`src/rtl/ascon_pack.sv`:
```
// Shared state encoding and round-index constants for the ASCON-128 control FSM.
// Latency: n/a (declarations only).
// Backpressure: n/a.
package ascon_pack;

  typedef enum logic [2:0] {
    ST_IDLE    = 3'd0,
    ST_INIT    = 3'd1,
    ST_WAIT_AD = 3'd2,
    ST_AD      = 3'd3,
    ST_WAIT_PT = 3'd4,
    ST_PT      = 3'd5,
    ST_FINAL   = 3'd6,
    ST_DONE    = 3'd7
  } type_fsm_state;

  localparam logic [3:0] ROUND_A_START = 4'd0;
  localparam logic [3:0] ROUND_B_START = 4'd6;
  localparam logic [3:0] LAST_ROUND    = 4'd11;

endpackage

```
`src/rtl/round_counter.sv`:
```
// Loadable 4-bit round index: init_a loads the p^a start, init_b the p^b start, en steps.
// Latency: 1 cycle from load/step to round_o.
// Backpressure: none; holds its value when no control input is active.
module round_counter
  import ascon_pack::*;
(
  input  logic       clk_i,
  input  logic       reset_i,
  input  logic       init_a_i,
  input  logic       init_b_i,
  input  logic       en_i,
  output logic [3:0] round_o
);

  always_ff @(posedge clk_i or posedge reset_i) begin
    if (reset_i) begin
      round_o <= ROUND_A_START;
    end else if (init_a_i) begin
      round_o <= ROUND_A_START;
    end else if (init_b_i) begin
      round_o <= ROUND_B_START;
    end else if (en_i) begin
      round_o <= round_o + 4'd1;
    end
  end

endmodule

```
`src/rtl/ascon_fsm.sv`:
```
// ASCON-128 encryption control FSM driving the permutation datapath; ASCON_FSM_ABORT_EN adds abort_i.
// Latency: done_o rises 12 + 7*ad + 7*(pt-1) + 1 + 12 + 1 cycles after start with data always valid.
// Backpressure: waits in WAIT_AD/WAIT_PT with data_req_o high until data_valid_i; rounds freeze meanwhile.
module ascon_fsm
  import ascon_pack::*;
#(
  parameter int AD_CNT_W = 4,
  parameter int PT_CNT_W = 4
) (
  input  logic                clk_i,
  input  logic                reset_i,
  input  logic                start_i,
  input  logic [AD_CNT_W-1:0] ad_blocks_i,
  input  logic [PT_CNT_W-1:0] pt_blocks_i,
  input  logic                data_valid_i,
`ifdef ASCON_FSM_ABORT_EN
  input  logic                abort_i,
`endif
  output logic                data_req_o,
  output logic                select_o,
  output logic [3:0]          round_o,
  output logic                en_state_o,
  output logic                en_xor_data_o,
  output logic                en_xor_key_begin_o,
  output logic                en_xor_key_end_o,
  output logic                en_xor_lsb_o,
  output logic                en_cipher_o,
  output logic                en_tag_o,
  output logic                cipher_valid_o,
  output logic                tag_valid_o,
  output logic                done_o
);

  type_fsm_state       state, state_d;
  logic [AD_CNT_W-1:0] ad_cnt, ad_cnt_d;
  logic [PT_CNT_W-1:0] pt_cnt, pt_cnt_d;
  logic                init_a, init_b, cnt_en, last_round, abort;

`ifdef ASCON_FSM_ABORT_EN
  assign abort = abort_i && (state != ST_IDLE);
`else
  assign abort = 1'b0;
`endif

  assign last_round = (round_o == LAST_ROUND);

  round_counter u_round_counter (
    .clk_i    (clk_i),
    .reset_i  (reset_i),
    .init_a_i (init_a),
    .init_b_i (init_b),
    .en_i     (cnt_en),
    .round_o  (round_o)
  );

  always_comb begin
    state_d  = state;
    ad_cnt_d = ad_cnt;
    pt_cnt_d = pt_cnt;
    init_a   = 1'b0;
    init_b   = 1'b0;
    cnt_en   = 1'b0;
    case (state)
      ST_IDLE, ST_DONE: begin
        if (start_i) begin
          ad_cnt_d = ad_blocks_i;
          pt_cnt_d = (pt_blocks_i == '0) ? PT_CNT_W'(1) : pt_blocks_i;
          state_d  = ST_INIT;
          init_a   = 1'b1;
        end
      end
      ST_INIT: begin
        if (last_round) state_d = (ad_cnt == '0) ? ST_WAIT_PT : ST_WAIT_AD;
        else            cnt_en  = 1'b1;
      end
      ST_WAIT_AD: begin
        if (data_valid_i) begin
          if (ad_cnt != '0) ad_cnt_d = ad_cnt - AD_CNT_W'(1);
          state_d = ST_AD;
          init_b  = 1'b1;
        end
      end
      ST_AD: begin
        if (last_round) state_d = (ad_cnt == '0) ? ST_WAIT_PT : ST_WAIT_AD;
        else            cnt_en  = 1'b1;
      end
      ST_WAIT_PT: begin
        if (data_valid_i) begin
          if (pt_cnt != '0) pt_cnt_d = pt_cnt - PT_CNT_W'(1);
          // The last plaintext block is absorbed in FINAL round 0, not in a PT pass.
          if (pt_cnt <= PT_CNT_W'(1)) begin
            state_d = ST_FINAL;
            init_a  = 1'b1;
          end else begin
            state_d = ST_PT;
            init_b  = 1'b1;
          end
        end
      end
      ST_PT: begin
        if (last_round) state_d = ST_WAIT_PT;
        else            cnt_en  = 1'b1;
      end
      ST_FINAL: begin
        if (last_round) state_d = ST_DONE;
        else            cnt_en  = 1'b1;
      end
      default: state_d = ST_IDLE;
    endcase
    if (abort) begin
      state_d = ST_IDLE;
      init_a  = 1'b1;
      init_b  = 1'b0;
      cnt_en  = 1'b0;
    end
  end

  always_comb begin
    data_req_o         = 1'b0;
    select_o           = 1'b0;
    en_state_o         = 1'b0;
    en_xor_data_o      = 1'b0;
    en_xor_key_begin_o = 1'b0;
    en_xor_key_end_o   = 1'b0;
    en_xor_lsb_o       = 1'b0;
    en_cipher_o        = 1'b0;
    en_tag_o           = 1'b0;
    tag_valid_o        = 1'b0;
    done_o             = 1'b0;
    case (state)
      ST_INIT: begin
        en_state_o       = 1'b1;
        select_o         = (round_o != ROUND_A_START);
        en_xor_key_end_o = last_round;
        en_xor_lsb_o     = last_round && (ad_cnt == '0);
      end
      ST_WAIT_AD, ST_WAIT_PT: data_req_o = 1'b1;
      ST_AD: begin
        en_state_o    = 1'b1;
        select_o      = 1'b1;
        en_xor_data_o = (round_o == ROUND_B_START);
        en_xor_lsb_o  = last_round && (ad_cnt == '0);
      end
      ST_PT: begin
        en_state_o    = 1'b1;
        select_o      = 1'b1;
        en_xor_data_o = (round_o == ROUND_B_START);
        en_cipher_o   = (round_o == ROUND_B_START);
      end
      ST_FINAL: begin
        en_state_o         = 1'b1;
        select_o           = 1'b1;
        en_xor_data_o      = (round_o == ROUND_A_START);
        en_xor_key_begin_o = (round_o == ROUND_A_START);
        en_cipher_o        = (round_o == ROUND_A_START);
        en_xor_key_end_o   = last_round;
        en_tag_o           = last_round;
      end
      ST_DONE: begin
        tag_valid_o = 1'b1;
        done_o      = 1'b1;
      end
      default: ;
    endcase
  end

  always_ff @(posedge clk_i or posedge reset_i) begin
    if (reset_i) begin
      state          <= ST_IDLE;
      ad_cnt         <= '0;
      pt_cnt         <= '0;
      cipher_valid_o <= 1'b0;
    end else begin
      state          <= state_d;
      ad_cnt         <= ad_cnt_d;
      pt_cnt         <= pt_cnt_d;
      cipher_valid_o <= en_cipher_o && !abort;
    end
  end

endmodule

```
`config.mk`:
```
export PLATFORM = sky130hd
export DESIGN_NAME = ascon_fsm
export DESIGN_NICKNAME = d
export VERILOG_FILES = /design/src/rtl/ascon_pack.sv /design/src/rtl/round_counter.sv /design/src/rtl/ascon_fsm.sv
export SDC_FILE = /design/constraint.sdc
export NUM_CORES = 1
export LEC_CHECK = 0
export CAP_MARGIN = 20
export CORE_ASPECT_RATIO = 1.25
export CORE_UTILIZATION = 35
export CTS_BUF_LIST = sky130_fd_sc_hd__clkbuf_4 sky130_fd_sc_hd__clkbuf_8
export CTS_CLUSTER_DIAMETER = 120
export DETAILED_ROUTE_END_ITERATION = 8
export PLACE_DENSITY_LB_ADDON = 0.05
export SYNTH_ARGS = -nofsm -noshare
export SYNTH_HDL_FRONTEND = slang
export SYNTH_SLANG_ARGS = --single-unit
export TNS_END_PERCENT = 1
```
`constraint.sdc`:
```
create_clock -name clk_i -period 4.8 [get_ports clk_i]
set_input_delay 0.72 -clock clk_i [delete_from_list [all_inputs] [get_ports clk_i]]
set_output_delay 0.72 -clock clk_i [all_outputs]
set_load 0.01 [all_outputs]
```
Word level (Yosys, flattened, before mapping)

Index checks and enable logic that the tools add are counted.

Bits in registers: 16
Bits of input ports: 12
Word-level logic and storage cells: 88

Add/sub/neg operators: 3
$lt $le $gt $ge: 1
Eq/ne operators: 17
Muxes and demuxes: 41
Reductions and logical operators: 21

Operators with widths:

| cell                | number |
|---|---|
| $mux 4              | 10 |
| $mux 3              | 7 |
| $pmux 3 s6          | 1 |
| $pmux 4 s2          | 2 |
| $mux 1              | 15 |
| $ne 2x2->1 const B  | 7 |
| $eq 3x3->1 const B  | 4 |
| $logic_not 4->1     | 3 |
| $reduce_bool 4->1   | 3 |
| $pmux 1 s2          | 5 |
| $reduce_or 2->1     | 5 |
| $reduce_and 4->1    | 2 |
| $sub 4x1->4 const B | 2 |
| $eq 3x2->1 const B  | 2 |
| $reduce_and 6->1    | 1 |
| $add 4x1->4 const B | 1 |
| $eq 4x3->1 const B  | 1 |
| $eq 4x4->1 const B  | 1 |
| $le 4x1->1 const B  | 1 |
| $reduce_bool 2->1   | 2 |
| $reduce_or 4->1     | 1 |
| $eq 3x1->1 const B  | 1 |
| $logic_not 3->1     | 1 |
| $reduce_bool 3->1   | 1 |
| 4 further kinds     | 4 |

Longest topological paths before layout

Gate-level depths: netlist of the first run.

Depth in word-level cells: 6
Mapped depth: 6
Gate-level depth less buffers: 6

Modules after synthesis

A second synthesis of the first run with hierarchy kept.

Cell total of the unflattened synthesis: 158
Area, all modules: 1287.5 um^2

By module, submodules not included:

| module        | times used | cells an instance | area an instance (um^2) |
|---|---|---|---|
| ascon_fsm     | 1          | 140               | 1084.8 |
| round_counter | 1          | 18                | 202.7 |

Worst setup path after synthesis of the first run

Ideal clock, no wire load.

Path kind: flip-flop to output port
From: reg ad_cnt[0]
To: out en_xor_lsb_o
Arrival time: 1229 ps
Path slack: 2851 ps
Cell stages (with the launch flop): 5
Cells stage by stage: dfrtp_1 > inv_1 > ha_1 > nor3b_1 > and3_1

Longest elaborated chain between the ends: 3

RTL lines:

| element                | RTL line                           | source |
|---|---|---|
| start, declared        | ascon_fsm.sv:35                    | `logic [AD_CNT_W-1:0] ad_cnt, ad_cnt_d;` |
| start signal, assigned | ascon_fsm.sv:175                   | `ad_cnt <= ad_cnt_d;` |
| $logic_not 4->1        | ascon_fsm.sv:135, ascon_fsm.sv:142 |  |
| $logic_and 1x1->1      | ascon_fsm.sv:135, ascon_fsm.sv:142 |  |
| $mux 1                 | --                                 |  |
| end, declared          | ascon_fsm.sv:26                    | `output logic en_xor_lsb_o,` |

Every way passes these cells.

Worst setup path in the final report of the first run

From: reg state[2]
To: out data_req_o

Longest elaborated chain between the ends: 3
Elaborated cells between the ends (all ways): 4
Classes of those cells: 2 x eq/ne; 1 x mux; 1 x reduce/logical

RTL lines:

| element                                  | RTL line         | source |
|---|---|---|
| start, declared                          | ascon_fsm.sv:34  | `type_fsm_state state, state_d;` |
| start signal, assigned                   | ascon_fsm.sv:174 | `state <= state_d;` |
| $eq 3x2->1 or $eq 3x3->1 (tied branches) | ascon_fsm.sv:130 | `case (state)` |
| $reduce_or 2->1 (*)                      | ascon_fsm.sv:130 |  |
| $mux 1 (*)                               | ascon_fsm.sv:130 |  |
| end, declared                            | ascon_fsm.sv:19  | `output logic data_req_o,` |

Every way passes the cells marked *; elsewhere a longest branch is shown, timed or not.

==> flow_summary_export.csv, run 1 <==
group,metric,value,unit
global_route,antenna_found_initial,0,
placed_design,io_buffers,27,
setup_path,path_class,"reg -> out",
routing,num_vias,1105,
sta,slew_headroom,56.4,%
clocking,cts-root-buf,"clkbuf_8",
synthesis,synth_top_cells_by_area,"dfrtp_1 32%, ha_1 6.0%, a21oi_1 5.2%, nor2_1 3.6%, o2bb2ai_1 3.5%",
outcome,status,"finished clean",
setup_path,end_kind,"primary output",
global_route,grt_use_total,16.6,%
routing,post_drt_wl_per_cell,14.5,um
floorplan,rows,23,
sta,clock_skew,1.20,ps
flow_run,drv_cap,0,
sta,hold_viol_final,0,
sta,fin_tns_setup,0,ps
final_layout,nets,182,
floorplan,design.core.area,3310,um2
synthesis,yosysTopAreaCell,"dfrtp_1",
clocking,cts_buffers,3,
setup_path,max_stage_delay,710,ps
placed_design,routabilityCongestion,0.787,
sta,clock.fmax,344,MHz
setup_path,cp.arrival,2180,ps
synthesis,synth_edf_count,0,
setup_path,reg2regPathDepth,4,
synthesis,synthMuxAreaShare,2.82,%
hold_path,holdPathStages,1,
clocking,cts_resized,0,
synthesis,ys_async_sr_fraction,100,%
routing,drtIter0Drc,38,
global_route,grt_max_degree,21,
placed_design,pre_cts_ws,2170,ps
synthesis,synthFlopType,"dfrtp_1",
synthesis,yosys.area_share.simple,25.2,%
setup_path,start_kind,"flip-flop",
clocking,cts_tree,"built",
synthesis,ys_seq_elements,16,
sta,period_share,60.5,%
hold_path,hp-class,"reg -> reg",
sta,fin_crit,2900,ps
clocking,clkLatencyLatePin,250,ps
routing,routed_via_density,5.53,
clocking,cts.sinks,16,
setup_path,regToRegSetupSlack,2940,ps
setup_path,cp.required,4080,ps
synthesis,synth_compound_area_share,25.1,%
synthesis,syn_area_per_cell,8.82,um2
floorplan,die_x,55.3,um
setup_path,path_max_fanout,20,
pwr,powerDensity,512,nW/um2
synthesis,yosys_warnings,0,
setup_path,r2r-end,"u_round_counter.round_o[2]",
final_layout,drive_gt1_share,7.98,%
synthesis,synth_cell_types,49,
pwr,ir_drop,320,uV
routing,wl,2.89,mm
routing,ant_nets,0,
clocking,clkTransAtPathRegs,70,ps
sta,rsz0062_at_grt,"false",
floorplan,dieArea,3800,um2
synthesis,yosys.area_share.xor_xnor,1.41,%
setup_path,r2r_start,"state[2]",
global_route,grt_overflow,0,
clocking,cts_setup_buffers,0,
clocking,cts_buffer_depth,2,
synthesis,synth_top_area_share,32.2,%
sta,worst_pin_slew,654,ps
synthesis,synth_top_family_by_area,"simple AND/OR/NAND/NOR gates",
floorplan,die_h,68.6,um
final_layout,syn2layout_area_growth,25.6,%
synthesis,synth_area,1240,um2
clocking,htreeDepth,1,
synthesis,syn_inst,141,
sta,finalSetupViolCount,0,
sta,setup_ws,1900,ps
clocking,postCtsHoldBufs,0,
sta,maxSlewViolCount,0,
global_route,grt_pass1_wl,5.00,mm
synthesis,synthAdderAreaFrac,6.04,%
pwr,leakagePower,0.000667,uW
global_route,grt_pass1_vias,1093,
hold_path,min_from,"ad_cnt[3]",
floorplan,start_util,37.6,%
synthesis,synth_nets,159,
synthesis,ys_seq_area_share,32.2,%
routing,first_pass_iters,4,
final_layout,n_antenna_cell,0,
setup_path,path_cells,"or3b_1, nand2_1, clkdlybuf4s50_1",
routing,drc,0,
hold_path,worstHoldEndpoint,"ad_cnt[3]",
setup_path,worst_path_max_delay_cell,"dfrtp_1",
floorplan,boundaryPins,28,
placed_design,hpwl,2.12,mm
-- power breakdown --
part / internal, uW / total, uW / switching (uW) / leakage, uW
registers: 193 / 288 / 95.2 / 0.000191
clock network: 72.8 / 122 / 49.3 / 0.0000288
logic: 203 / 389 / 186 / 0.000447
-- state kept, by name, summed over array words and instances (netlist names) --
signal / flops
ad_cnt: 4
cipher_valid_o: 1
pt_cnt: 4
state: 3
u_round_counter.round_o: 4
-- through the flow --
step | power, uW | hold slack [ps] | cells | cell area [um2] | util (%)
2_1_floorplan | 550 | 479 | 141 | 1240 | -
3_3_place_gp | 675 | 508 | 196 | 1510 | 45.5
3_5_place_dp | 677 | 523 | 196 | 1510 | 45.5
4_1_cts | 805 | 542 | 200 | 1560 | 47.2
5_1_grt | 868 | 571 | 200 | 1560 | 47.2
6_report | 799 | 535 | 200 | 1560 | 47.2
-- worst max-delay path by stage --
stage / slack, ps / end / start
2_1_floorplan: 2850 / en_xor_lsb_o / ad_cnt[0]
6_report: 1900 / data_req_o / state[2]
3_3_place_gp: 2180 / en_xor_lsb_o / ad_cnt[0]
4_1_cts: 1880 / en_xor_lsb_o / ad_cnt[0]
3_5_place_dp: 2170 / en_xor_lsb_o / ad_cnt[0]
5_1_grt: 1750 / data_req_o / state[1]
-- Yosys cell counts, types with 2 or more instances --
| cell | instances |
|---|---|
| a211o_1 | 3 |
| a21boi_0 | 2 |
| a21oi_1 | 13 |
| and3_1 | 4 |
| buf_2 | 4 |
| buf_4 | 2 |
| dfrtp_1 | 16 |
| ha_1 | 6 |
| inv_1 | 9 |
| mux2i_1 | 2 |
| nand2_1 | 5 |
| nand3_1 | 4 |
| nand4bb_1 | 2 |
| nor2_1 | 12 |
| nor3_1 | 6 |
| nor3b_1 | 5 |
| o21ai_0 | 7 |
| o22ai_1 | 2 |
| o2bb2ai_1 | 5 |
| or3b_1 | 2 |
| xnor2_1 | 2 |
-- layout by cell type, fill, tap and decap left out, types with 2 or more instances in the layout --
cell and count:
or3b_1 2, xnor2_1 2, a211o_1 3, inv_1 9, a21oi_1 13, dfrtp_1 16, nand3_1 4, nand4bb_1 2
clkdlybuf4s50_1 27, clkbuf_8 4, a21boi_0 2, nor2_1 12, ha_1 6, o21ai_0 7, o2bb2ai_1 5, nor3b_1 5
and3_1 4, nor3_1 6, nand2_1 5, mux2i_1 2, o22ai_1 2
-- worst max-delay path, delay by kind of cell, from the launching register on --
kind	cells	cell delay [ps]
and+or+nand+nor	2	680
DFF	1	710
buffers and inverters	1	530
-- cell families after synthesis --
kind of cell / after synthesis
XOR/XNOR: 2
multiplexers: 3
AO/OA/AOI/OAI: 44
flip-flops: 16
buffers and inverters: 19
AND/OR/NAND/NOR: 51
adder cells (fa/ha/maj): 6
-- per-layer routing --
| layer | up-vias | wire [um] | track usage (%) | part of all wire (%) |
|---|---|---|---|---|
| met4 | 0 | 25 | 7.19 | 0.86 |
| met1 | 524 | 1460 | 21.3 | 51 |
| met2 | 14 | 1340 | 28.3 | 46 |
| met3 | 2 | 64 | 2.05 | 2.2 |
| li1 | 565 | - | - | - |
| met5 | - | 0 | 0 | 0 |
-- layout make-up --
| cell class | count | area (um2) |
|---|---|---|
| Tap cell | 37 | 46.3 |
| Inverter | 10 | 37.5 |
| Fill cell | 351 | 1750 |
| Sequential cell | 16 | 400 |
| Multi-Input combinational cell | 106 | 752 |
| Timing Repair Buffer | 27 | 270 |
| Clock buffer | 4 | 55.1 |
Note: power is estimated with default switching activity, not from simulation.
==> run 2: changes to the inputs <==
==> constraint.sdc (replaced) <==
create_clock -name clk_i -period 2.5 [get_ports clk_i]
set_input_delay 0.375 -clock clk_i [delete_from_list [all_inputs] [get_ports clk_i]]
set_output_delay 0.375 -clock clk_i [all_outputs]
set_load 0.01 [all_outputs]
==> run 2 against run 1 <==
Against the previous run: power is 95% higher; setup slack got worse by 1700 ps; flip-flop and latch count unchanged; die area unchanged; cell count up 2.0%; sequential share of layout area is 0.56 points lower; count of clock-buffer cells in the layout decreased by 1; critical path type unchanged; highest routed layer unchanged.
==> flow_summary_export.csv, run 2 (synthesized netlist as in run 1, its figures left out) <==
group,metric,value,unit
clocking,cts_buffer_depth,2,
pwr,finalPower,1550,uW
global_route,busiest_layer,"met2",
global_route,grt_use_total,17.3,%
final_layout,largestRegisters,"ad_cnt x4, pt_cnt x4, u_round_counter.round_o x4",
sta,fin_crit,2350,ps
global_route,grt_pass1_vias,1165,
pwr,leakagePower,0.000683,uW
global_route,grtUsageMet2,31.6,%
clocking,cts_setup_buffers,0,
placed_design,pre_cts_ws,271,ps
placed_design,io_buffers,27,
placed_design,routabilityCongestion,0.811,
setup_path,end_kind,"primary output",
sta,hold_ws,525,ps
clocking,clkTransAtPathRegs,70,ps
sta,maxSlewViolCount,0,
routing,drtIter0Drc,35,
floorplan,die_h,68.6,um
setup_path,start_kind,"flip-flop",
flow_run,drv_cap,0,
final_layout,nFillCells,329,
routing,ant_nets,0,
routing,routed_via_density,5.56,
sta,rsz0062_at_grt,"false",
setup_path,path_class,"reg -> out",
setup_path,max_stage_delay,540,ps
sta,setup_ws,148,ps
routing,post_drt_wl_per_cell,14.7,um
clocking,htreeDepth,1,
clocking,cts_buffers,3,
floorplan,rows,23,
global_route,gr-usage-met3,1.87,%
hold_path,hp-class,"in -> async",
outcome,status,"finished clean",
floorplan,design.core.area,3310,um2
sta,slew_headroom,55.1,%
sta,worst_pin_slew,673,ps
clocking,cts.sinks,16,
sta,fin_tns_setup,0,ps
final_layout,mostFrequentLayoutCells,"27 x clkdlybuf4s50_1, 15 x dfrtp_1, 13 x a21oi_1",
global_route,grt_overflow,0,
sta,clock.fmax,425,MHz
floorplan,die_x,55.3,um
floorplan,dieArea,3800,um2
pwr,ir_drop,614,uV
sta,clock_skew,4.07,ps
clocking,cts-root-buf,"clkbuf_8",
global_route,grt_use_met1,20.7,%
pwr,powerDensity,971,nW/um2
global_route,grt_max_degree,21,
setup_path,cp.required,2120,ps
clocking,cts_tree,"built",
setup_path,path_max_fanout,3,
routing,first_pass_iters,4,
final_layout,nets,187,
final_layout,seq_area,402,um2
floorplan,boundaryPins,28,
placed_design,hpwl,2.30,mm
global_route,grt_pass1_wl,5.17,mm
floorplan,start_util,37.6,%
setup_path,worst_path_max_delay_cell,"clkdlybuf4s50_1",
placed_design,place_area,1540,um2
final_layout,design_area,1600,um2
final_layout,multi_input_area,767,um2
routing,num_vias,1134,
final_layout,drive_gt1_share,11.4,%
global_route,antenna_found_initial,0,
final_layout,syn2layout_area_growth,28.8,%
routing,wl,3.01,mm
setup_path,path_cells,"inv_1, ha_1, nor3b_1, and3_1, clkdlybuf4s50_1",
final_layout,final_common_cell,"clkdlybuf4s50_1",
setup_path,cp.arrival,1980,ps
routing,drc,0,
sta,period_share,94.1,%
clocking,clkLatencyLatePin,250,ps
final_layout,n_antenna_cell,0,
sta,finalSetupViolCount,0,
sta,hold_viol_final,0,
-- run 2: cell count changes in the layout (fill, tap and decap cells not counted) --
cell	change
dfrtp_2	+1
nor4bb_1	-1
buf_4	+5
clkbuf_8	-1
dfrtp_1	-1
nor4bb_4	+1
-- run 2: metal layers --
metal	wire (um)	part of all wire [%]
met1	1390	46
met2	1510	50
met3	73	2.4
met4	25	0.83
met5	0	0
-- run 2: power by group --
group,switching (uW),internal [uW],leakage (uW)
combinational,412,431,0.000472
clock,88.4,107,0.0000216
sequential,145,371,0.000189
-- run 2: area by class of cell --
| cell class | instances | share of cell area (%) |
|---|---|---|
| clock buffers | 3 | 2.58 |
| inverters | 10 | 2.34 |
| multi-input cells | 106 | 47.9 |
| flip-flops and latches | 16 | 25.1 |
| well taps | 37 | 2.89 |
| repair buffers | 32 | 19.2 |
-- run 2: what timing repair did --
action,in CTS,in global routing
gates resized for setup,1,2
setup endpoints to repair,1,1
hold buffers,0,0
-- run 2: critical path: cells and delay by family (launching register included) --
family / cells / cell delay [ps]
flops: 1 / 400
simple gates: 2 / 530
buf+inv: 2 / 620
fa+ha+maj: 1 / 170
-- run 2: final timing paths --
check	start	endpoint	slack (ps)	depth (start not counted)
worst max register to register	state[1]	pt_cnt[1]	660	5
min in group clk_i	ad_cnt[3]	ad_cnt[3]	530	1
worst min register to register	ad_cnt[3]	ad_cnt[3]	530	1
max in group asynchronous	reset_i	state[2]	1500	2
worst max-delay path	ad_cnt[0]	en_xor_lsb_o	150	5
worst min-delay path	reset_i	pt_cnt[0]	530	2
-- run 2: metrics by stage --
step,util (%),std cells
after detailed placement,46.7,201
after CTS,47.9,204
final,48.4,204
after global placement,46.7,201
after global routing,48.4,204
after floorplan,-,141
